## src/rtl/pipe_stage_skid.sv

```systemverilog
// Two-entry skid-buffered pipeline stage: a main register drives out_data and a skid
// register absorbs one beat, so in_ready can come from registered state only.
module pipe_stage_skid #(
  parameter int DATA_W      = 120,
  parameter int ZERO_BUBBLE = 1
) (
  input  logic              clk,
  input  logic              rst,
  input  logic              flush,
  input  logic              in_valid,
  output logic              in_ready,
  input  logic [DATA_W-1:0] in_data,
  output logic              out_valid,
  input  logic              out_ready,
  output logic [DATA_W-1:0] out_data,
  output logic [1:0]        occupancy
);

  // state | meaning
  // EMPTY | no beat held; main may hold a stale or zero payload
  // ONE   | main holds the head beat, skid free
  // TWO   | main holds the head beat, skid holds the next one; upstream stalled
  typedef enum logic [1:0] {
    EMPTY = 2'd0,
    ONE   = 2'd1,
    TWO   = 2'd2
  } state_e;

  generate
    if (DATA_W < 1 || DATA_W > 1024) begin : g_bad_width
      $error("pipe_stage_skid: DATA_W out of range 1..1024");
    end
  endgenerate

  state_e            state_q, state_d;
  logic              in_ready_q, in_ready_d;
  logic              out_valid_q, out_valid_d;
  logic [DATA_W-1:0] main_q, main_d;
  logic [DATA_W-1:0] skid_q, skid_d;
  logic              accept;
  logic              emit;

  assign accept = in_valid & in_ready_q;
  assign emit   = out_valid_q & out_ready;

  always_comb begin
    state_d = state_q;
    main_d  = main_q;
    skid_d  = skid_q;
    if (flush) begin
      state_d = EMPTY;
      if (ZERO_BUBBLE != 0) begin
        main_d = '0;
        skid_d = '0;
      end
    end else begin
      unique case (state_q)
        EMPTY: begin
          if (accept) begin
            state_d = ONE;
            main_d  = in_data;
          end
        end
        ONE: begin
          if (accept && !emit) begin
            state_d = TWO;
            skid_d  = in_data;
          end else if (emit && !accept) begin
            state_d = EMPTY;
          end else if (accept && emit) begin
            main_d = in_data;
          end
        end
        TWO: begin
          if (emit) begin
            state_d = ONE;
            main_d  = skid_q;
          end
        end
        default: state_d = EMPTY;
      endcase
    end
    in_ready_d  = (state_d != TWO);
    out_valid_d = (state_d != EMPTY);
  end

  always_ff @(posedge clk) begin
    if (rst) begin
      state_q     <= EMPTY;
      in_ready_q  <= 1'b1;
      out_valid_q <= 1'b0;
      if (ZERO_BUBBLE != 0) begin
        main_q <= '0;
        skid_q <= '0;
      end
    end else begin
      state_q     <= state_d;
      in_ready_q  <= in_ready_d;
      out_valid_q <= out_valid_d;
      main_q      <= main_d;
      skid_q      <= skid_d;
    end
  end

  // With ZERO_BUBBLE the idle bus reads zero even though main keeps the last beat.
  assign out_data  = (ZERO_BUBBLE != 0 && !out_valid_q) ? '0 : main_q;
  assign in_ready  = in_ready_q;
  assign out_valid = out_valid_q;
  assign occupancy = state_q;

endmodule

```

## config.mk

```make
export PLATFORM = sky130hd
export DESIGN_NAME = pipe_stage_skid
export DESIGN_NICKNAME = d
export VERILOG_FILES = /design/src/rtl/pipe_stage_skid.sv
export SDC_FILE = /design/constraint.sdc
export NUM_CORES = 1
export LEC_CHECK = 0
export CORE_ASPECT_RATIO = 1.75
export CORE_MARGIN = 2
export CORE_UTILIZATION = 55
export CTS_CLUSTER_SIZE = 20
export DETAILED_ROUTE_END_ITERATION = 10
export PLACE_DENSITY = 0.88
export SLEW_MARGIN = 0
export SYNTH_ARGS = -nofsm -noshare
export SYNTH_HDL_FRONTEND = slang
export SYNTH_SLANG_ARGS = --single-unit
```

## constraint.sdc

```tcl
create_clock -name clk -period 2.4 [get_ports clk]
set_input_delay 0.6 -clock clk [delete_from_list [all_inputs] [get_ports clk]]
set_output_delay 0.6 -clock clk [all_outputs]
set_load 0.01 [all_outputs]
```

# Yosys cells after proc, flatten, opt, wreduce, memory -nomap -nowiden
# Index checks and enable logic that the tools add are counted.
dict set report totals {
  reg_bits 244
  input_bits 125
  output_inout_bits 124
}
dict set report op_classes {
  eq_ne 8
  n_mux 13
  n_bitwise 2
  reduce_logical 11
}
# op n
set ops {}
lappend ops {{120-bit two-way mux} 6}
lappend ops {{120-bit one-hot mux with 3 select lines} 1}
lappend ops {{2-bit != test, second input constant} 6}
lappend ops {{2-bit two-way mux} 5}
lappend ops {{2-bit one-hot mux with 3 select lines} 1}
lappend ops {{6-bit AND reduction} 1}
lappend ops {{1-bit logical AND} 3}
lappend ops {{3-bit nonzero test} 1}
lappend ops {{1-bit bitwise AND} 2}
lappend ops {{2-bit by 1-bit == test with 1-bit output, second input constant} 1}
lappend ops {{2-bit == test, second input constant} 1}
lappend ops {{1-bit zero test} 2}
lappend ops {{2-bit zero test} 1}
lappend ops {{2-bit AND reduction} 1}
lappend ops {{2-bit nonzero test} 1}
lappend ops {{2-bit OR reduction} 1}

# Longest topological paths before layout
# Gate-level depths: netlist (run 1).
dict set report depth {
  word_depth 8
  ltp_mapped 6
}

# Least setup slack after synthesis (run 1)
# OpenSTA, ideal clock, no wires.
dict set report synth_timing {
  path_kind {input-to-reg}
  start {input port in_valid}
  end {register main_q[0]}
  t_arrival_ps 1687
  required_time_ps 2259
  slack_ps 572
  stages 5
  n_path_buf 2
  path_cell_list {and4_1 -> buf_2 -> clkbuf_1 -> a2111oi_0 -> a211oi_2}
}
dict set report synth_via {
  elab_chain_len 5
  word_cells_on_any_way 10
  classes_between {eq/ne: 4; bitwise: 1; reduce/logical: 5}
}
# item line_no
set synth_lines {}
lappend synth_lines {{start, declared} 10} ;# input logic in_valid,
lappend synth_lines {{1-bit bitwise AND (*)} 43} ;# assign accept = in_valid & in_ready_q;
lappend synth_lines {{1-bit zero test} 68} ;# end else if (emit && !accept) begin
lappend synth_lines {{1-bit logical AND} 68}
lappend synth_lines {{2-bit != test (no line)} --}
lappend synth_lines {{6-bit AND reduction (no line) (*)} --}
lappend synth_lines {{end signal, assigned} 100} ;# main_q <= main_d;
lappend synth_lines {{end, declared} 38} ;# logic [DATA_W-1:0] main_q, main_d;
# Mark *: on every way between the ends. The rest lies on a longest branch, timed or not.
# A chain may end at the register's enable or synchronous reset.

# Final worst setup path (run 1)
dict set report layout_timing {
  start {register out_valid_q, in the netlist out_valid}
  end {output port out_data[69]}
}
dict set report layout_via {
  elab_chain_len 1
}
# item line_no
set layout_lines {}
lappend layout_lines {{start, declared} 37} ;# logic out_valid_q, out_valid_d;
lappend layout_lines {{start signal, assigned} 99} ;# out_valid_q <= out_valid_d;
lappend layout_lines {{120-bit two-way mux} 106} ;# assign out_data = (ZERO_BUBBLE != 0 && !out_valid_q) ? '0 : main_q;
lappend layout_lines {{end, declared} 15} ;# output logic [DATA_W-1:0] out_data,
# Every way passes these cells.

==> flow_metrics.py, run 1 <==
metrics = {
    "status": {
        "run_status": "finished clean",
    },
    "clocking": {
        "h-tree-depth": 1,
        "cts_tree": "done",
        "clock_insertion_delay_worst_skew_ps": 520,
        "cts_made_buffers": 22,
        "clk_root_buffer_cell": "clkbuf_16",
        "clk_pin_slew_ps": 60,
        "clock-sinks": 244,
        "clk_path_buf_depth": 3,
    },
    "grt": {
        "grt.overflow.total": 0,
        "grt_max_degree": 122,
        "grt_pass1_vias": 11000,
        "grt_first_pass_wirelength_mm": 57.50,
        "grt.total_usage": 0.3137,
        "antenna_found_initial": 2,
    },
    "power_and_ir_drop": {
        "report.power.total_mw": 9.057,
        "peakVddDrop_mv": 0.5304,
        "power.internal_mw": 6.747,
        "combPwrFrac": 0.138,
        "cellPowerDensity_nw_per_um2": 597.9,
        "power.switching_fraction": 0.2551,
        "power_leakage_nw": 6.488,
        "share_clk_of_total_power": 0.395,
        "share_seq_of_total_power": 0.468,
        "net-switching-power_mw": 2.310,
    },
    "logic_synthesis": {
        "synthAdderAreaFrac": 0,
        "post_synth_xor_area_fraction": 0,
        "postSynthAreaPerCell_um2": 9.030,
        "synthMuxAreaShare": 0.1039,
        "syn_nets": 1405,
        "synthCells": 1280,
        "syn_area_um2": 11560,
        "ys.flop_type": "dfxtp_1",
        "yosysUniqueCellTypes": 31,
        "synth-compound-area-share": 0.2824,
        "synth_seq_area_share": 0.4226,
        "synth_edf_count": 0,
        "synth.ff_latch_count": 244,
        "synth-simple-area-share": 0.1250,
        "synth_top_family_by_area": "compound AO/OA/AOI/OAI gates",
        "synth_warnings": 0,
        "synthArstFlopShare": 0,
    },
    "critical_path": {
        "critical_path.reg2reg.endpoint": "main_q[116]",
        "worstReg2RegStart": "occupancy[1]",
        "crit_path_end_kind": "output pin",
        "worstSetupEndpoint": "out_data[69]",
        "timing.setup.critical_path_class": "flip-flop to output pin",
        "startpoint_of_the_worst_setup_timing_path": "out_valid",
        "worst-r2r-cell-count": 4,
        "crit_path_launch_type": "flip-flop",
        "r2r_slack_ps": 190,
        "path_max_fanout": 18,
        "cp.arrival_ps": 1740,
        "critical_path_required_ps": 1800,
    },
    "cells_and_area": {
        "final_common_cell": "dfxtp_1",
        "final_cell_mix": "dfxtp_1, clkdlybuf4s50_1, a21oi_1, o21ai_0",
        "stdcell_area_um2": 15150,
        "areaGrowthSynthToFinish_pct": 31.07,
        "instances_no_fill": 1704,
        "nFillCells": 1527,
        "finish.net_count": 1562,
        "fin_util": 0.7298,
        "share_of_final_layout_standard_cells_stronger_than_drive_strength_1": 0.07857,
    },
    "routing": {
        "drcViolationCount": 0,
        "drt-initial-drc-count": 1346,
        "avgViaCountPerCell": 6.717,
        "detail_route.first_pass.iterations": 5,
        "num_vias": 11450,
        "ant_nets": 0,
        "wl_mm": 37.05,
        "detail_route.wl_per_cell_um": 21.74,
    },
    "timing": {
        "min_period_ps": 2345,
        "setup_tns_ps": 0,
        "fmax_mhz": 426.4,
        "final_worst_path_period_share": 0.9771,
        "timing.max_slew.rel_slack": 0.4801,
        "hold_violations": 0,
        "whs_ps": 474.3,
        "grt_setup_unrepaired": "false",
        "final-max-slew-violation-count": 0,
        "final.setup.worst_slack_ps": 55.05,
        "tightestPinTransition_ps": 760.1,
        "setup_viol": 0,
        "finClkSkew_ps": 19.65,
    },
    "floorplan": {
        "io_pins": 249,
        "fp.dieH_um": 195.8,
        "dieWidth_um": 113.6,
        "design.core.area_um2": 20760,
        "start_util": 0.5568,
        "rows": 70,
        "dieArea_um2": 22240,
    },
    "job": {
        "cap_violations": 0,
    },
    "placed_design": {
        "dp_slack_ps": -197.5,
        "buffer_ports.inserted": 248,
        "place.detailed.hpwl_mm": 22.19,
        "dp.cells": 1657,
        "dpl_cell_area_um2": 14370,
        "finalWeightedCongestion": 0.8380,
    },
    "hold_path": {
        "min-delay-path-class": "flip-flop to flip-flop",
        "hold_depth": 2,
    },
}
critical path: stages (launching register included):
cell	delay, ps
dfxtp_4	360
buf_12	140
buf_12	130
buf_16	140
and2_1	180
dlygate4sd2_1	290
how the worst min path moves through the flow:
| stage | to | slack [ps] | start |
|---|---|---|---|
| final | skid_q[60] | 470 | skid_q[60] |
| after global routing | skid_q[31] | 490 | skid_q[31] |
| after CTS | skid_q[60] | 470 | skid_q[60] |
| after detailed placement | skid_q[60] | 470 | skid_q[60] |
| after global placement | skid_q[22] | 460 | skid_q[22] |
| after floorplan | skid_q[0] | 450 | skid_q[0] |
routing by layer:
metal | global-route usage | share of wire
met5 | 0 | 0.00035
met3 | 0.04356 | 0.068
met2 | 0.5176 | 0.49
met4 | 0.2019 | 0.069
met1 | 0.3802 | 0.38
sequential cells by signal, summed over array words and instances, names as in the netlist:
| register | count |
|---|---|
| occupancy | 2 |
| main_q | 120 |
| out_valid | 1 |
| in_ready | 1 |
| skid_q | 120 |
synthesized netlist by cell type, types with 2 or more instances:
cell type | instances | area, µm²
mux2i_1 | 120 | 1201
and2_1 | 120 | 750.7
a211oi_1 | 111 | 833.3
dfxtp_1 | 244 | 4885
buf_2 | 15 | 75.07
buf_1 | 4 | 15.01
clkbuf_1 | 141 | 529.3
nand3_1 | 120 | 600.6
a21oi_1 | 122 | 610.6
nand2_1 | 2 | 7.510
o21ai_0 | 121 | 605.6
nand3b_1 | 2 | 15.01
nor2_1 | 2 | 7.510
a211oi_2 | 9 | 112.6
buf_6 | 12 | 135.1
a2111oi_0 | 120 | 1051
power by group through the flow:
stage	registers, mW	logic, mW	clock network (mW)
floorplan	4.30	0.653	0
global placement	4.32	1.16	0
detailed placement	4.33	1.19	0
CTS	4.23	1.23	3.59
global route	4.24	1.33	3.73
finish	4.23	1.25	3.57
what timing repair did:
action,4_1_cts,5_1_grt
setup buffers,5,0
endpoints found under the hold margin,0,0
endpoints found under the setup margin,111,8
gates resized for setup,118,8
hold buffers,0,0
gates cloned,3,0
cells by family (layout without fill, tap and decap cells):
kind of cell	count (synthesis)	in the layout
flops	244	244
buf+inv	174	345
simple gates	253	253
other cells	0	1
mux	120	120
compound gates	489	489
layout make-up:
| type | instances | area [µm²] | share of cell area |
|---|---|---|---|
| Inverter | 1 | 5.005 | 0.0003304 |
| Multi-Input combinational cell | 862 | 5959 | 0.3934 |
| Clock buffer | 31 | 655.6 | 0.04328 |
| Tap cell | 252 | 315.3 | 0.02081 |
| Clock inverter | 7 | 68.82 | 0.004542 |
| Timing Repair Buffer | 306 | 3254 | 0.2148 |
| Antenna cell | 1 | 2.502 | 0.0001652 |
| Sequential cell | 244 | 4888 | 0.3227 |
(Power assumes the default switching activity.)
==> inputs of run 2 (changes only) <==
--- a/config.mk
+++ b/config.mk
@@ -6,7 +6,7 @@
 export NUM_CORES = 1
 export LEC_CHECK = 0
 export CORE_ASPECT_RATIO = 1.75
-export CORE_MARGIN = 2
+export CORE_MARGIN = 4
 export CORE_UTILIZATION = 55
 export CTS_CLUSTER_SIZE = 20
 export DETAILED_ROUTE_END_ITERATION = 10
==> run 2 against run 1 <==
  * Non-clock buffer count decreased by 15
  * Register-to-register slack improved by 170 ps
  * Combinational power decreased by 5%
  * Sequential cell count did not move
  * Clock-buffer cell count up 3
  * Sequential share of layout area is 0.23 points higher
  * Die area grew 5.6%
  * Power shrank 2.6%
  * Cell count decreased by 1.2%
  * Fmax increased by 0.67%
  * Hold slack is essentially flat
  * Wire length down 4.0%
==> flow_metrics.py, run 2 (synthesis results as in run 1) <==
metrics = {
    "hold_path": {
        "worstHoldEndpoint": "skid_q[49]",
        "hold_start": "skid_q[49]",
        "min-delay-path-class": "flip-flop to flip-flop",
        "hold_depth": 2,
    },
    "timing": {
        "tightestPinTransition_ps": 748.6,
        "fmax_mhz": 429.3,
        "grt_setup_unrepaired": "false",
        "hold_violations": 0,
        "final-max-slew-violation-count": 0,
        "min_period_ps": 2329,
        "whs_ps": 474.2,
        "finClkSkew_ps": 11.61,
        "final_worst_path_period_share": 0.9706,
        "timing.max_slew.rel_slack": 0.5009,
        "setup_viol": 0,
    },
    "clocking": {
        "clock-sinks": 244,
        "cts_tree": "done",
        "h-tree-depth": 1,
        "clock_insertion_delay_worst_skew_ps": 510,
        "cts_made_buffers": 22,
        "clk_pin_slew_ps": 70,
        "cts.hold.buffers_added": 0,
        "clk_path_buf_depth": 3,
        "clk_root_buffer_cell": "clkbuf_16",
    },
    "grt": {
        "grt.total_usage": 0.2825,
        "grt_first_pass_wirelength_mm": 55.58,
        "grt_pass1_vias": 10480,
        "grt_max_degree": 80,
        "grt.overflow.total": 0,
        "antenna_found_initial": 2,
    },
    "critical_path": {
        "worst-r2r-cell-count": 4,
        "critical_path.reg2reg.endpoint": "main_q[116]",
        "crit_path_end_kind": "output pin",
        "worst_path_dominant_cell_family": "buffers and inverters",
        "timing.setup.critical_path_class": "flip-flop to output pin",
        "critPathSlowestCell": "clkdlybuf4s50_1",
        "r2r_slack_ps": 360,
        "crit_path_launch_type": "flip-flop",
        "cp.arrival_ps": 1730,
        "path_max_fanout": 10,
        "crit_path_cell_trace": "clkdlybuf4s50_1",
        "critical_path_required_ps": 1800,
        "worstReg2RegStart": "occupancy[1]",
        "crit_buf_inv": 1,
        "max_stage_delay_ps": 620,
    },
    "routing": {
        "avgViaCountPerCell": 6.555,
        "drt-initial-drc-count": 1377,
        "num_vias": 11040,
        "detail_route.wl_per_cell_um": 21.13,
        "ant_nets": 0,
        "drcViolationCount": 0,
        "detail_route.first_pass.iterations": 8,
        "wl_mm": 35.59,
    },
    "floorplan": {
        "dieWidth_um": 117.6,
        "design.core.area_um2": 20460,
        "fp.dieH_um": 199.8,
        "dieArea_um2": 23490,
        "io_pins": 249,
        "rows": 69,
        "start_util": 0.5649,
    },
    "power_and_ir_drop": {
        "peakVddDrop_mv": 0.4746,
        "cellPowerDensity_nw_per_um2": 586.6,
        "power_leakage_nw": 6.909,
    },
    "job": {
        "cap_violations": 0,
    },
    "status": {
        "run_status": "finished clean",
    },
    "cells_and_area": {
        "share_of_final_layout_standard_cells_stronger_than_drive_strength_1": 0.06625,
        "stdcell_area_um2": 15040,
        "areaGrowthSynthToFinish_pct": 30.13,
        "finish.net_count": 1547,
        "final_cell_mix": "dfxtp_1, clkdlybuf4s50_1, a21oi_1, o21ai_0",
        "final_common_cell": "dfxtp_1",
        "nFillCells": 1482,
    },
    "placed_design": {
        "finalWeightedCongestion": 0.8476,
        "dpl_cell_area_um2": 14220,
        "buffer_ports.inserted": 248,
        "place.detailed.hpwl_mm": 21.91,
    },
}
[run 2: final cells by class]
class | count | area, µm² | area share
well taps | 248 | 310.3 | 0.02063
flip-flops and latches | 244 | 4888 | 0.3250
inverters | 1 | 5.005 | 0.0003328
clock buffers | 34 | 666.9 | 0.04434
multi-input cells | 862 | 5961 | 0.3963
diodes | 2 | 5.005 | 0.0003328
clock inverters | 2 | 10.01 | 0.0006655
repair buffers | 291 | 3194 | 0.2124
[run 2: where the power goes]
group | internal, mW | switching, mW | total [mW]
Sequential | 4.17 | 0.0650 | 4.24
Combinational | 0.531 | 0.657 | 1.19
Clock | 1.90 | 1.50 | 3.40
[run 2: worst max-delay path by stage]
stage / start / end / slack (ps) / depth (start not counted)
global route: occupancy[1] / occupancy[1] / 20 / 1
floorplan: in_valid / main_q[0] / 570 / 5
global placement: in_valid / main_q[115] / 110 / 5
finish: occupancy[1] / occupancy[1] / 70 / 1
CTS: out_valid / out_data[109] / -90 / 3
detailed placement: in_valid / main_q[116] / -20 / 5
[run 2: per-layer routing]
metal	vias to the layer above	part of all wire	GRT usage	wire (µm)
li1	5110	-	-	-
met1	5280	0.38	0.3385	13580
met2	524	0.50	0.4811	17670
met3	124	0.064	0.04285	2276
met4	0	0.058	0.1743	2064
met5	-	0	0	0
[run 2: stage by stage]
step	setup slack [ps]	power, mW	TNS (ps)	std cells	utilization
floorplan	572.0	4.952	0	1280	-
global placement	112.4	5.452	0	1642	0.6952
detailed placement	-21.55	5.484	-21.55	1642	0.6952
CTS	-92.45	8.833	-1920	1682	0.7284
global route	16.23	9.107	0	1684	0.7351
finish	70.65	8.823	0	1684	0.7351
[run 2: timing repair]
action | 4_1_cts | 5_1_grt
endpoints found under the setup margin | 120 | 48
cloned | 2 | 0
pin swaps | 0 | 0
gates resized for setup | 81 | 51
buffers inserted | 2 | 0
==> inputs of run 3 (changes only) <==
--- a/config.mk
+++ b/config.mk
@@ -10,7 +10,8 @@
 export CORE_UTILIZATION = 55
 export CTS_CLUSTER_SIZE = 20
 export DETAILED_ROUTE_END_ITERATION = 10
-export PLACE_DENSITY = 0.88
+export PLACE_DENSITY_LB_ADDON = 0.15
+export SKIP_CTS_REPAIR_TIMING = 1
 export SLEW_MARGIN = 0
 export SYNTH_ARGS = -nofsm -noshare
 export SYNTH_HDL_FRONTEND = slang
==> run 3 against run 2 <==
  * Power rose by 3.7%
  * Wire length rose by 1.3%
  * Hold slack got worse by 4.8 ps
  * Clock-buffer cell count fell by 1
  * First-iteration DRC count fell by 8.9%
  * Core utilization rose by 2.4 points
  * Via count rose by 0.53%
  * Sequential share of layout area fell by 1.0 points
  * Global-route usage fell by 0.14 points
  * Critical path depth did not move
  * Non-clock buffer count rose by 13
  * Register-to-register slack improved by 80 ps
==> flow_metrics.py, run 3 (synthesis results as in run 1) <==
metrics = {
    "critical_path": {
        "r2r_slack_ps": 440,
        "crit_buf_inv": 1,
        "worst_path_dominant_cell_family": "buffers and inverters",
        "critical_path_required_ps": 1800,
        "max_stage_delay_ps": 620,
        "path_max_fanout": 10,
        "critPathSlowestCell": "clkdlybuf4s50_1",
        "crit_path_end_kind": "output pin",
        "crit_path_launch_type": "flip-flop",
        "crit_path_cell_trace": "clkdlybuf4s50_1",
        "timing.setup.critical_path_class": "flip-flop to output pin",
        "cp.arrival_ps": 1730,
    },
    "routing": {
        "detail_route.wl_per_cell_um": 21.19,
        "drt-initial-drc-count": 1255,
        "detail_route.first_pass.iterations": 5,
        "avgViaCountPerCell": 6.524,
        "wl_mm": 36.04,
        "num_vias": 11100,
        "drcViolationCount": 0,
        "ant_nets": 0,
    },
    "job": {
        "cap_violations": 0,
    },
    "power_and_ir_drop": {
        "report.power.total_mw": 9.147,
        "power_leakage_nw": 8.013,
        "peakVddDrop_mv": 0.6179,
        "cellPowerDensity_nw_per_um2": 588.9,
    },
    "grt": {
        "grt_max_degree": 64,
        "grt.overflow.total": 0,
        "grt_pass1_vias": 10500,
        "grt_first_pass_wirelength_mm": 55.52,
        "grt.total_usage": 0.2811,
        "antenna_found_initial": 1,
    },
    "clocking": {
        "clk_path_buf_depth": 3,
        "clock-sinks": 244,
        "clk_pin_slew_ps": 60,
        "clk_root_buffer_cell": "clkbuf_16",
        "clock_insertion_delay_worst_skew_ps": 510,
        "cts_made_buffers": 23,
        "h-tree-depth": 1,
        "cts_tree": "done",
    },
    "timing": {
        "final_worst_path_period_share": 0.9705,
        "setup_viol": 0,
        "final.setup.worst_slack_ps": 70.70,
        "fmax_mhz": 429.3,
        "tightestPinTransition_ps": 530.4,
        "finClkSkew_ps": 6.499,
        "hold_violations": 0,
        "grt_setup_unrepaired": "false",
        "setup_tns_ps": 0,
        "final-max-slew-violation-count": 0,
        "min_period_ps": 2329,
        "timing.max_slew.rel_slack": 0.6373,
    },
    "floorplan": {
        "dieArea_um2": 23490,
        "design.core.area_um2": 20460,
        "rows": 69,
        "start_util": 0.5649,
        "dieWidth_um": 117.6,
        "fp.dieH_um": 199.8,
        "io_pins": 249,
    },
    "cells_and_area": {
        "areaGrowthSynthToFinish_pct": 34.38,
        "finish.net_count": 1561,
        "instances_no_fill": 1701,
        "multi_input_comb_area_um2": 5957,
        "layout.area.seq_um2": 4888,
        "share_of_final_layout_standard_cells_stronger_than_drive_strength_1": 0.07851,
        "final_cell_mix": "dfxtp_1, clkdlybuf4s50_1, a21oi_1, o21ai_0",
        "final_common_cell": "dfxtp_1",
        "nFillCells": 1466,
    },
    "placed_design": {
        "place.detailed.hpwl_mm": 22.24,
        "dp.cells": 1652,
        "finalWeightedCongestion": 0.8247,
        "buffer_ports.inserted": 248,
        "dp_slack_ps": -65.18,
    },
    "hold_path": {
        "min-delay-path-class": "flip-flop to flip-flop",
    },
    "status": {
        "run_status": "finished clean",
    },
}
-- run 3: changes by cell type in the layout (fill, tap and decap cells not counted), sizes merged, moves of 2 or more --
cell	delta
clkinvlp	+3
dlygate4sd2	-73
dlymetal6s2s	+72
clkbuf	+2
buf	+10
-- run 3: final timing paths --
| path | start | endpoint | depth (start not counted) |
|---|---|---|---|
| max | occupancy[1] | occupancy[1] | 1 |
| max reg2reg | occupancy[1] | main_q[110] | 4 |
| min | skid_q[67] | skid_q[67] | 2 |
| min reg2reg | skid_q[67] | skid_q[67] | 2 |
-- run 3: layer usage --
metal	global-route usage	part of all wire	vias to the layer above
met1	0.3564	0.39	5366
met4	0.1174	0.040	0
li1	-	-	5148
met5	0	0	-
met3	0.03862	0.066	90
met2	0.4861	0.50	493
-- run 3: area by class of cell --
| cell class | instances | area share |
|---|---|---|
| clock inverter | 8 | 0.004914 |
| clock buffer | 33 | 0.04471 |
| tap | 248 | 0.01998 |
| multi-input combinational | 862 | 0.3835 |
| antenna | 1 | 0.0001611 |
| sequential | 244 | 0.3147 |
| inverter | 1 | 0.0003222 |
| timing repair buffer | 304 | 0.2317 |
-- run 3: through the flow --
stage                     cell area (µm²)  utilization  hold WS (ps)
final                               15530       0.7591         469.4
after global routing                15530       0.7591         487.3
after CTS                           15140       0.7402         470.6
after detailed placement            14370       0.7025         461.6
after global placement              14370       0.7025         456.4
after floorplan                     11560            -         453.2
-- run 3: power breakdown --
part | total, mW | internal [mW] | switching [mW]
combinational | 1.22 | 0.551 | 0.666
clock | 3.69 | 2.13 | 1.56
sequential | 4.24 | 4.17 | 0.0659
